$ cat src/rtl/uart_pkg.sv
// -----------------------------------------------------------------------------
// uart_pkg
// Purpose : Types and default sizing shared by the UART receive-side blocks.
// Contents: byte_t                   - one UART character
//           UART_DEFAULT_FIFO_DEPTH  - default receive FIFO depth
//           UART_DEFAULT_HEADROOM    - default free-entry threshold for RTS
// -----------------------------------------------------------------------------
package uart_pkg;

   typedef logic [7:0] byte_t;

   localparam int unsigned UART_DEFAULT_FIFO_DEPTH = 16;
   localparam int unsigned UART_DEFAULT_HEADROOM   = 4;

endpackage : uart_pkg

$ cat src/rtl/uart_rx_fifo_if.sv
// -----------------------------------------------------------------------------
// uart_rx_fifo_if
// Purpose : Byte path into and out of the receive FIFO.
// Signals : in_data   - received byte from the UART receiver
//           in_valid  - one-cycle strobe qualifying in_data
//           out_data  - head-of-FIFO byte
//           out_valid - FIFO not empty
//           out_ready - consumer accepts the head byte this cycle
// Modports: master - receiver/consumer side (drives in_*, out_ready)
//           slave  - FIFO side (drives out_data, out_valid)
// -----------------------------------------------------------------------------
interface uart_rx_fifo_if;
   import uart_pkg::*;

   byte_t in_data;
   logic  in_valid;
   byte_t out_data;
   logic  out_valid;
   logic  out_ready;

   modport master (
      output in_data,
      output in_valid,
      output out_ready,
      input  out_data,
      input  out_valid
   );

   modport slave (
      input  in_data,
      input  in_valid,
      input  out_ready,
      output out_data,
      output out_valid
   );

endinterface : uart_rx_fifo_if

$ cat src/rtl/uart_fifo_mem.sv
// -----------------------------------------------------------------------------
// uart_fifo_mem
// Purpose : DEPTH x 8 byte storage, synchronous write, asynchronous read.
//           Contents are not reset.
// Ports   : clk      - clock
//           i_we     - write enable
//           i_waddr  - write address
//           i_wdata  - write data
//           i_raddr  - read address
//           o_rdata  - read data (combinational from i_raddr)
// -----------------------------------------------------------------------------
module uart_fifo_mem
   import uart_pkg::*;
#(
   parameter int unsigned DEPTH = UART_DEFAULT_FIFO_DEPTH,
   localparam int unsigned AW   = $clog2(DEPTH)
) (
   input  logic          clk,
   input  logic          i_we,
   input  logic [AW-1:0] i_waddr,
   input  byte_t         i_wdata,
   input  logic [AW-1:0] i_raddr,
   output byte_t         o_rdata
);

   byte_t r_mem [DEPTH];

   always_ff @(posedge clk) begin
      if (i_we) begin
         r_mem[i_waddr] <= i_wdata;
      end
   end

   assign o_rdata = r_mem[i_raddr];

endmodule : uart_fifo_mem

$ cat src/rtl/uart_rx_fifo.sv
// -----------------------------------------------------------------------------
// uart_rx_fifo
// Purpose : First-word-fall-through receive FIFO behind the UART receiver,
//           with registered RTS flow control and a sticky overrun flag.
// Ports   : clk         - clock
//           reset       - synchronous, active-high reset
//           bus         - byte path (slave modport: in_data/in_valid,
//                         out_data/out_valid/out_ready)
//           rts         - 1 while free entries >= HEADROOM (registered)
//           level       - occupancy, 0..DEPTH
//           overrun     - sticky, set when a byte arrives while full
//           overrun_clr - clears overrun (and overrun_cnt)
//           overrun_cnt - dropped-byte count, saturating at 255; present only
//                         when UART_RX_FIFO_OVERRUN_CNT_EN is defined
// Build   : UART_RX_FIFO_OVERRUN_CNT_EN enables the overrun counter.
// -----------------------------------------------------------------------------
module uart_rx_fifo
   import uart_pkg::*;
#(
   parameter int unsigned DEPTH    = UART_DEFAULT_FIFO_DEPTH,
   parameter int unsigned HEADROOM = UART_DEFAULT_HEADROOM,
   localparam int unsigned AW      = $clog2(DEPTH)
) (
   input  logic               clk,
   input  logic               reset,
   uart_rx_fifo_if.slave      bus,
   output logic               rts,
   output logic [AW:0]        level,
   output logic               overrun,
`ifdef UART_RX_FIFO_OVERRUN_CNT_EN
   output logic [7:0]         overrun_cnt,
`endif
   input  logic               overrun_clr
);

   localparam logic [AW:0] LP_DEPTH    = (AW+1)'(DEPTH);
   localparam logic [AW:0] LP_HEADROOM = (AW+1)'(HEADROOM);

   logic [AW:0] r_wr_ptr;
   logic [AW:0] r_rd_ptr;
   logic        r_rts;
   logic        r_overrun;

   logic [AW:0] w_level;
   logic [AW:0] w_free;
   logic        w_empty;
   logic        w_full;
   logic        w_push;
   logic        w_pop;
   logic        w_drop;
   byte_t       w_rdata;

   // Pointers carry one extra wrap bit so full and empty stay distinct.
   assign w_level = r_wr_ptr - r_rd_ptr;
   assign w_free  = LP_DEPTH - w_level;
   assign w_empty = (w_level == '0);
   assign w_full  = (w_level == LP_DEPTH);

   // Full is judged on the pre-edge level: a byte arriving at a full FIFO is
   // dropped even if the head is popped in the same cycle.
   assign w_push = bus.in_valid && !w_full;
   assign w_drop = bus.in_valid &&  w_full;
   assign w_pop  = bus.out_ready && !w_empty;

   uart_fifo_mem #(
      .DEPTH (DEPTH)
   ) u_mem (
      .clk     (clk),
      .i_we    (w_push),
      .i_waddr (r_wr_ptr[AW-1:0]),
      .i_wdata (bus.in_data),
      .i_raddr (r_rd_ptr[AW-1:0]),
      .o_rdata (w_rdata)
   );

   always_ff @(posedge clk) begin
      if (reset) begin
         r_wr_ptr <= '0;
         r_rd_ptr <= '0;
      end else begin
         if (w_push) r_wr_ptr <= r_wr_ptr + 1'b1;
         if (w_pop)  r_rd_ptr <= r_rd_ptr + 1'b1;
      end
   end

   // RTS is registered from the current level, so it trails level by a cycle.
   always_ff @(posedge clk) begin
      if (reset) begin
         r_rts <= 1'b1;
      end else begin
         r_rts <= (w_free >= LP_HEADROOM);
      end
   end

   // A drop outranks a clear arriving in the same cycle.
   always_ff @(posedge clk) begin
      if (reset) begin
         r_overrun <= 1'b0;
      end else if (w_drop) begin
         r_overrun <= 1'b1;
      end else if (overrun_clr) begin
         r_overrun <= 1'b0;
      end
   end

`ifdef UART_RX_FIFO_OVERRUN_CNT_EN
   logic [7:0] r_overrun_cnt;

   // Clear restarts the count, so a clear with a drop leaves exactly one.
   always_ff @(posedge clk) begin
      if (reset) begin
         r_overrun_cnt <= '0;
      end else if (overrun_clr) begin
         r_overrun_cnt <= w_drop ? 8'd1 : 8'd0;
      end else if (w_drop && (r_overrun_cnt != '1)) begin
         r_overrun_cnt <= r_overrun_cnt + 8'd1;
      end
   end

   assign overrun_cnt = r_overrun_cnt;
`endif

   assign bus.out_valid = !w_empty;
   assign bus.out_data  = w_rdata;
   assign level         = w_level;
   assign rts           = r_rts;
   assign overrun       = r_overrun;

endmodule : uart_rx_fifo
$ cat src/flat_wrapper.sv
// flat-port wrapper written by rule: the top's interface ports become plain ports
module uart_rx_fifo_flat import uart_pkg::*;
#(
   parameter int unsigned DEPTH    = UART_DEFAULT_FIFO_DEPTH,
   parameter int unsigned HEADROOM = UART_DEFAULT_HEADROOM,
   localparam int unsigned AW      = $clog2(DEPTH)
)
  (clk, reset, rts, level, overrun, overrun_clr, bus_in_data, bus_in_valid, bus_out_ready, bus_out_data, bus_out_valid);
  uart_rx_fifo_if bus_i ();
  input  logic clk;
  input  logic reset;
  output logic rts;
  output logic [AW:0] level;
  output logic overrun;
  input  logic overrun_clr;
  input wire logic [$bits(bus_i.in_data)-1:0] bus_in_data;
  input wire logic [$bits(bus_i.in_valid)-1:0] bus_in_valid;
  input wire logic [$bits(bus_i.out_ready)-1:0] bus_out_ready;
  output wire logic [$bits(bus_i.out_data)-1:0] bus_out_data;
  output wire logic [$bits(bus_i.out_valid)-1:0] bus_out_valid;
  assign bus_i.in_data = bus_in_data;
  assign bus_i.in_valid = bus_in_valid;
  assign bus_i.out_ready = bus_out_ready;
  assign bus_out_data = bus_i.out_data;
  assign bus_out_valid = bus_i.out_valid;
  uart_rx_fifo #(.DEPTH(DEPTH), .HEADROOM(HEADROOM)) u_core (.clk(clk), .reset(reset), .bus(bus_i), .rts(rts), .level(level), .overrun(overrun), .overrun_clr(overrun_clr));
endmodule
$ cat config.mk
export PLATFORM = sky130hd
export DESIGN_NAME = uart_rx_fifo_flat
export DESIGN_NICKNAME = d
export VERILOG_FILES = /design/src/rtl/uart_pkg.sv /design/src/rtl/uart_rx_fifo_if.sv /design/src/rtl/uart_fifo_mem.sv /design/src/rtl/uart_rx_fifo.sv /design/src/flat_wrapper.sv
export SDC_FILE = /design/constraint.sdc
export NUM_CORES = 1
export LEC_CHECK = 0
export ABC_CLOCK_PERIOD_IN_PS = 8580
export CAP_MARGIN = 20
export CORE_MARGIN = 1.5
export CORE_UTILIZATION = 25
export CTS_BUF_LIST = sky130_fd_sc_hd__clkbuf_16
export DETAILED_ROUTE_END_ITERATION = 6
export SYNTH_ARGS = -nofsm -noshare
export SYNTH_HDL_FRONTEND = slang
export SYNTH_SLANG_ARGS = --single-unit
$ cat constraint.sdc
create_clock -name clk -period 8.58 [get_ports clk]
set_input_delay 0.858 -clock clk [delete_from_list [all_inputs] [get_ports clk]]
set_output_delay 0.858 -clock clk [all_outputs]
set_load 0.05 [all_outputs]
After elaboration in Yosys (flattened, before gate mapping)

Memory sizes are Yosys's and may differ from the RTL's. A register that Yosys moved wholly into a read port is not among the register bits.
Index checks and enable logic that the tools add are counted.

Register bits: 12
Bits in writable memories: 128
Output and inout bits: 16
Logic and storage cells: 24
Memories kept: 1

$add $sub $neg: 4
Magnitude comparators: 1
Equal/unequal tests: 1
Muxes and demuxes: 6
Reduce and logical (&&, ||, !) cells: 7

Memory list:

| name               | words | bits a word | read ports | clocked after Yosys merged registers in | wr ports | line                | source |
|---|---|---|---|---|---|---|---|
| u_core.u_mem.r_mem | 16    | 8           | 1          | 1                                       | 1        | uart_fifo_mem.sv:26 | `byte_t r_mem [DEPTH];` |

Operators by type and width:

| kind                  | count |
|---|---|
| $add A5 B1 Y5 const B | 2 |
| $mux W4               | 2 |
| $eq A5 B5 Y1 const B  | 1 |
| $ge A5 B3 Y1 const B  | 1 |
| $logic_not A5 Y1      | 1 |
| $sub A5 B5 Y5         | 1 |
| $sub A5 B5 Y5 const A | 1 |
| $mux W1               | 4 |
| $logic_and A1 B1 Y1   | 3 |
| $logic_not A1 Y1      | 2 |
| $reduce_bool A2 Y1    | 1 |

Longest topological paths before layout

Word-level depth: 6
Mapped depth: 14
Gate-level depth less buffers: 13

Hierarchy

A second synthesis with hierarchy kept.

Cells, all modules: 298
Area total of the unflattened synthesis: 5689.2 um^2

By module, submodules not included:

| module        | instances | cells an instance | area an instance (um^2) | seq. area each (um^2) |
|---|---|---|---|---|
| uart_fifo_mem | 1         | 221               | 4987.3                  | 3843.7 |
| uart_rx_fifo  | 1         | 77                | 701.9                   | 240.2 |

Worst setup path after synthesis

No wires, ideal clock.

Path type: register to register
Start point: register u_core.r_wr_ptr[0]
End point: memory u_core.u_mem.r_mem[0][0] in the netlist's numbering, enable pin
Setup time: 0.383 ns
Data arrival time: 3.351 ns
Data required time: 8.197 ns
Setup slack: 4.846 ns
Stages on the path, launching flop included: 12
Clock period less this slack: 3.734 ns
Cells stage by stage: dfxtp_1 > inv_1 > ha_1 > inv_1 > fa_1 > xor2_1 > nor3_1 > ha_1 > nor2b_1 > clkbuf_1 > nand2_1 > nor3_1

Cells in the longest elaborated chain, start to end: 6

Ends and longest elaborated chain:

| what                          | line                | source |
|---|---|---|
| start, declared               | uart_rx_fifo.sv:39  | `logic [AW:0] r_wr_ptr;` |
| start signal, assigned        | uart_rx_fifo.sv:81  | `if (w_push) r_wr_ptr <= r_wr_ptr + 1'b1;` |
| $sub A5 B5 Y5                 | uart_rx_fifo.sv:54  | `assign w_level = r_wr_ptr - r_rd_ptr;` |
| net level[2]                  | flat_wrapper.sv:13  | `output logic [AW:0] level;` |
| $eq A5 B5 Y1                  | uart_rx_fifo.sv:57  | `assign w_full = (w_level == LP_DEPTH);` |
| $logic_not A1 Y1              | uart_rx_fifo.sv:61  | `assign w_push = bus.in_valid && !w_full;` |
| $logic_and A1 B1 Y1           | uart_rx_fifo.sv:61  |  |
| $mux W1                       | uart_fifo_mem.sv:29 | `if (i_we) begin` |
| $mux W1 (implied by the code) | uart_fifo_mem.sv:30 | `r_mem[i_waddr] <= i_wdata;` |
| end, declared                 | uart_fifo_mem.sv:26 |  |

The timed path passes the listed nets, and every way through them passes these cells.

Worst setup path after layout

Start point: register u_core.r_wr_ptr[2]
End point: output port bus_out_valid

Cells in the longest elaborated chain, start to end: 3

Ends and longest elaborated chain:

| what             | line                | source |
|---|---|---|
| $sub A5 B5 Y5    | uart_rx_fifo.sv:54  |  |
| $logic_not A5 Y1 | uart_rx_fifo.sv:56  | `assign w_empty = (w_level == '0);` |
| $logic_not A1 Y1 | uart_rx_fifo.sv:123 | `assign bus.out_valid = !w_empty;` |
| end, declared    | flat_wrapper.sv:20  | `output wire logic [$bits(bus_i.out_valid)-1:0] bus_out_valid;` |

No other way between the ends.

==> run metrics <==
fin crit share about 46%; fmax about 250 MHz; CP max stage cell clkdlybuf4s50_1; Ant. Diodes 0; synth unique cells 30; Num Clock Sinks roughly 140; Syn Nets about 330; Worst Setup End Kind primary output; status completed; DRC viols 0; crit path launch type register; synthesis-to-finish area growth 19.4%; vias per cell roughly 4.4; Critical Path AT roughly 3.1 ns; Fin. Hold Viols 0; H-tree depth 4; CP cell instances ha_1 -> a21o_1 -> a31oi_1 -> xnor2_1 -> nor3_1 -> ha_1 -> inv_1 -> clkdlybuf4s50_1; Syn Area/Cell 18.8 um^2; core area roughly 0.023 mm^2; worst clock skew between 0.008 and 0.009 ns; non-filler instance count after layout between 600 and 700; Max clock buf depth 2; Pre-Repair DR Iteration Count 4; count of hold-fix buffers inserted at cts 0; total number of vias around 2800; CP required around 7.7 ns; post-route ant nets 0; Power Density 313 mW/mm^2; Max Cap Viol 0; Initial Utilization about a quarter; Synth Cell Area 0.00578 mm^2; initial DRC count approximately 170; Least-Margin Pin Slew between 0.9 and 1 ns; Clock Latency Late Sink 0.40 ns; final core utilization a little under a third; RD Place Congestion around 0.71; first-pass GRT wire length about 18000 um; share of cells above drive strength 1 roughly 15%; Pleak approximately 2.2 nW; Nets 370; Worst-path clk slew about 0.060 ns; CTS tree done; # IOs 29; Synth Warn # 0; GRT Total Usage about a tenth; Rows 55; Root Buffer clkbuf_16; crit-path leading delay family buffers and inverters; Setup-failing EPs final 0; drt wl/cell 18.5 um; Routed WL around 12000 um; VDD IR max slightly below 0.3 mV; final slew viol count 0; largest net degree at the start of global routing 33; CTS buffer count 17; Slew Limit Headroom 39.5%; critical path type reg -> out; fin worst setup slack between 4 and 5 ns; Hold Path Class reg -> reg; number of instances in the placed design between 600 and 700; Post-CTS Setup Bufs 0; DIE WIDTH 155 um; peak fanout along the critical path 10; synthesized instance count about 300; DIE AREA 0.0241 mm^2; CTS resizes 0; largest stage delay on the critical path 0.79 ns; initial antenna violation count 0; Tmin final about 4.0 ns; Worst Path Buf+Inv 2; sequential-to-total area share from yosys stat a little under three quarters; Place WS ~4.6 ns; flops & latches, synth about 140; setup_tns 0 ns; cell mode on critical path ha_1; RSZ-0062 raised after global routing false; Die H 155 um; input/output buffers 28; Overflow after GRT 0; vias in the first global route approximately 2900; Pwr Total roughly 2.2 mW; dpl hpwl around 7500 um
kinds of logic after synthesis:
family          synth area share [%]
fa+ha+maj                       2.73
compound gates                  2.79
xor+xnor                        1.82
flops                           72.0
mux                             13.5
simple gates                    4.80
buf+inv                         2.34
per-stage QoR:
step / hold WS, ns / area, um^2
finish: 0.471 / 6910
global route: 0.505 / 6910
CTS: 0.476 / 6900
detailed placement: 0.465 / 6350
global placement: 0.466 / 6330
floorplan: 0.499 / 5780
final cells by class:
class,instances,area [um^2]
Clock buffer,17,425
Clock inverter,12,123
Sequential cell,144,4170
Multi-Input combinational cell,140,1490
Inverter,9,33.8
Tap cell,285,357
Fill cell,2144,15700
Timing Repair Buffer,33,315
worst register-to-register path: cells and delay by family, from the launching register on:
family                   cells  cell delay [ns]
AND/OR/NAND/NOR              3             1.25
adder cells (fa/ha/maj)      3             0.78
buffers and inverters        4             0.54
AO/OA/AOI/OAI                2             0.36
flip-flops                   1             0.35
XOR/XNOR                     1             0.22
registers in the layout (all words and copies together), names as in the netlist, named ones only:
| name | count |
|---|---|
| u_core.u_mem.r_mem | 128 |
| u_core.r_rd_ptr | 5 |
| u_core.r_wr_ptr | 5 |
| u_core.overrun | 1 |
| u_core.rts | 1 |
where the power goes:
part           switching (mW)  internal (mW)  total, mW
sequential             0.0379          0.803      0.841
combinational           0.391          0.252      0.643
clock                   0.260          0.419      0.679
total                   0.689           1.47       2.16
placed cells by master, fill, tap and decap left out, drive strengths merged, types with 3 or more instances in the layout:
cell             n
edfxtp         128
xnor2            7
clkinvlp         4
ha              11
nand2b           4
mux4            32
nor3             5
a22oi           16
nor2b            3
clkdlybuf4s50   28
buf              4
inv              9
clkbuf          18
a21oi            4
nand2           14
nor2            26
clkinv           6
dfxtp           16
xor2             5
nand4            3
cells in the mapped netlist:
cell type	count	area share, %
and2_1	1	0.11
nor4b_1	1	0.15
buf_2	3	0.26
clkdlybuf4s25_2	3	0.52
and2b_1	1	0.13
and4b_1	1	0.17
a21oi_1	4	0.35
fa_1	1	0.35
dfxtp_1	16	5.5
nor2b_1	3	0.32
buf_4	1	0.13
mux4_1	14	6.4
nand2_1	14	0.91
xnor2_1	7	1.1
a21o_1	2	0.26
buf_6	3	0.58
mux2i_1	1	0.17
xor2_1	5	0.76
a22oi_1	16	2.1
ha_1	11	2.4
inv_1	9	0.58
clkbuf_1	4	0.26
nand2b_1	4	0.43
a31oi_1	1	0.11
nand4_1	3	0.32
nand3b_1	1	0.13
nor2_1	26	1.7
edfxtp_1	128	66
nor3_1	5	0.43
mux4_2	18	7.0
layer usage:
layer  track usage, %  part of all wire (%)
met4             2.93                  0.58
met5                0                     0
met1             14.3                    47
met3             3.31                   5.2
met2             16.1                    47
worst paths after layout:
check                             end          startpoint  depth (start not counted)  slack, ns
min                    u_core.overrun      u_core.overrun                          2       0.47
max                     bus_out_valid  u_core.r_wr_ptr[2]                          8       4.62
min reg2reg            u_core.overrun      u_core.overrun                          2       0.47
max reg2reg  u_core.u_mem.r_mem[1][1]  u_core.r_wr_ptr[0]                         13       4.79
Note: power is estimated with default switching activity, not from simulation.
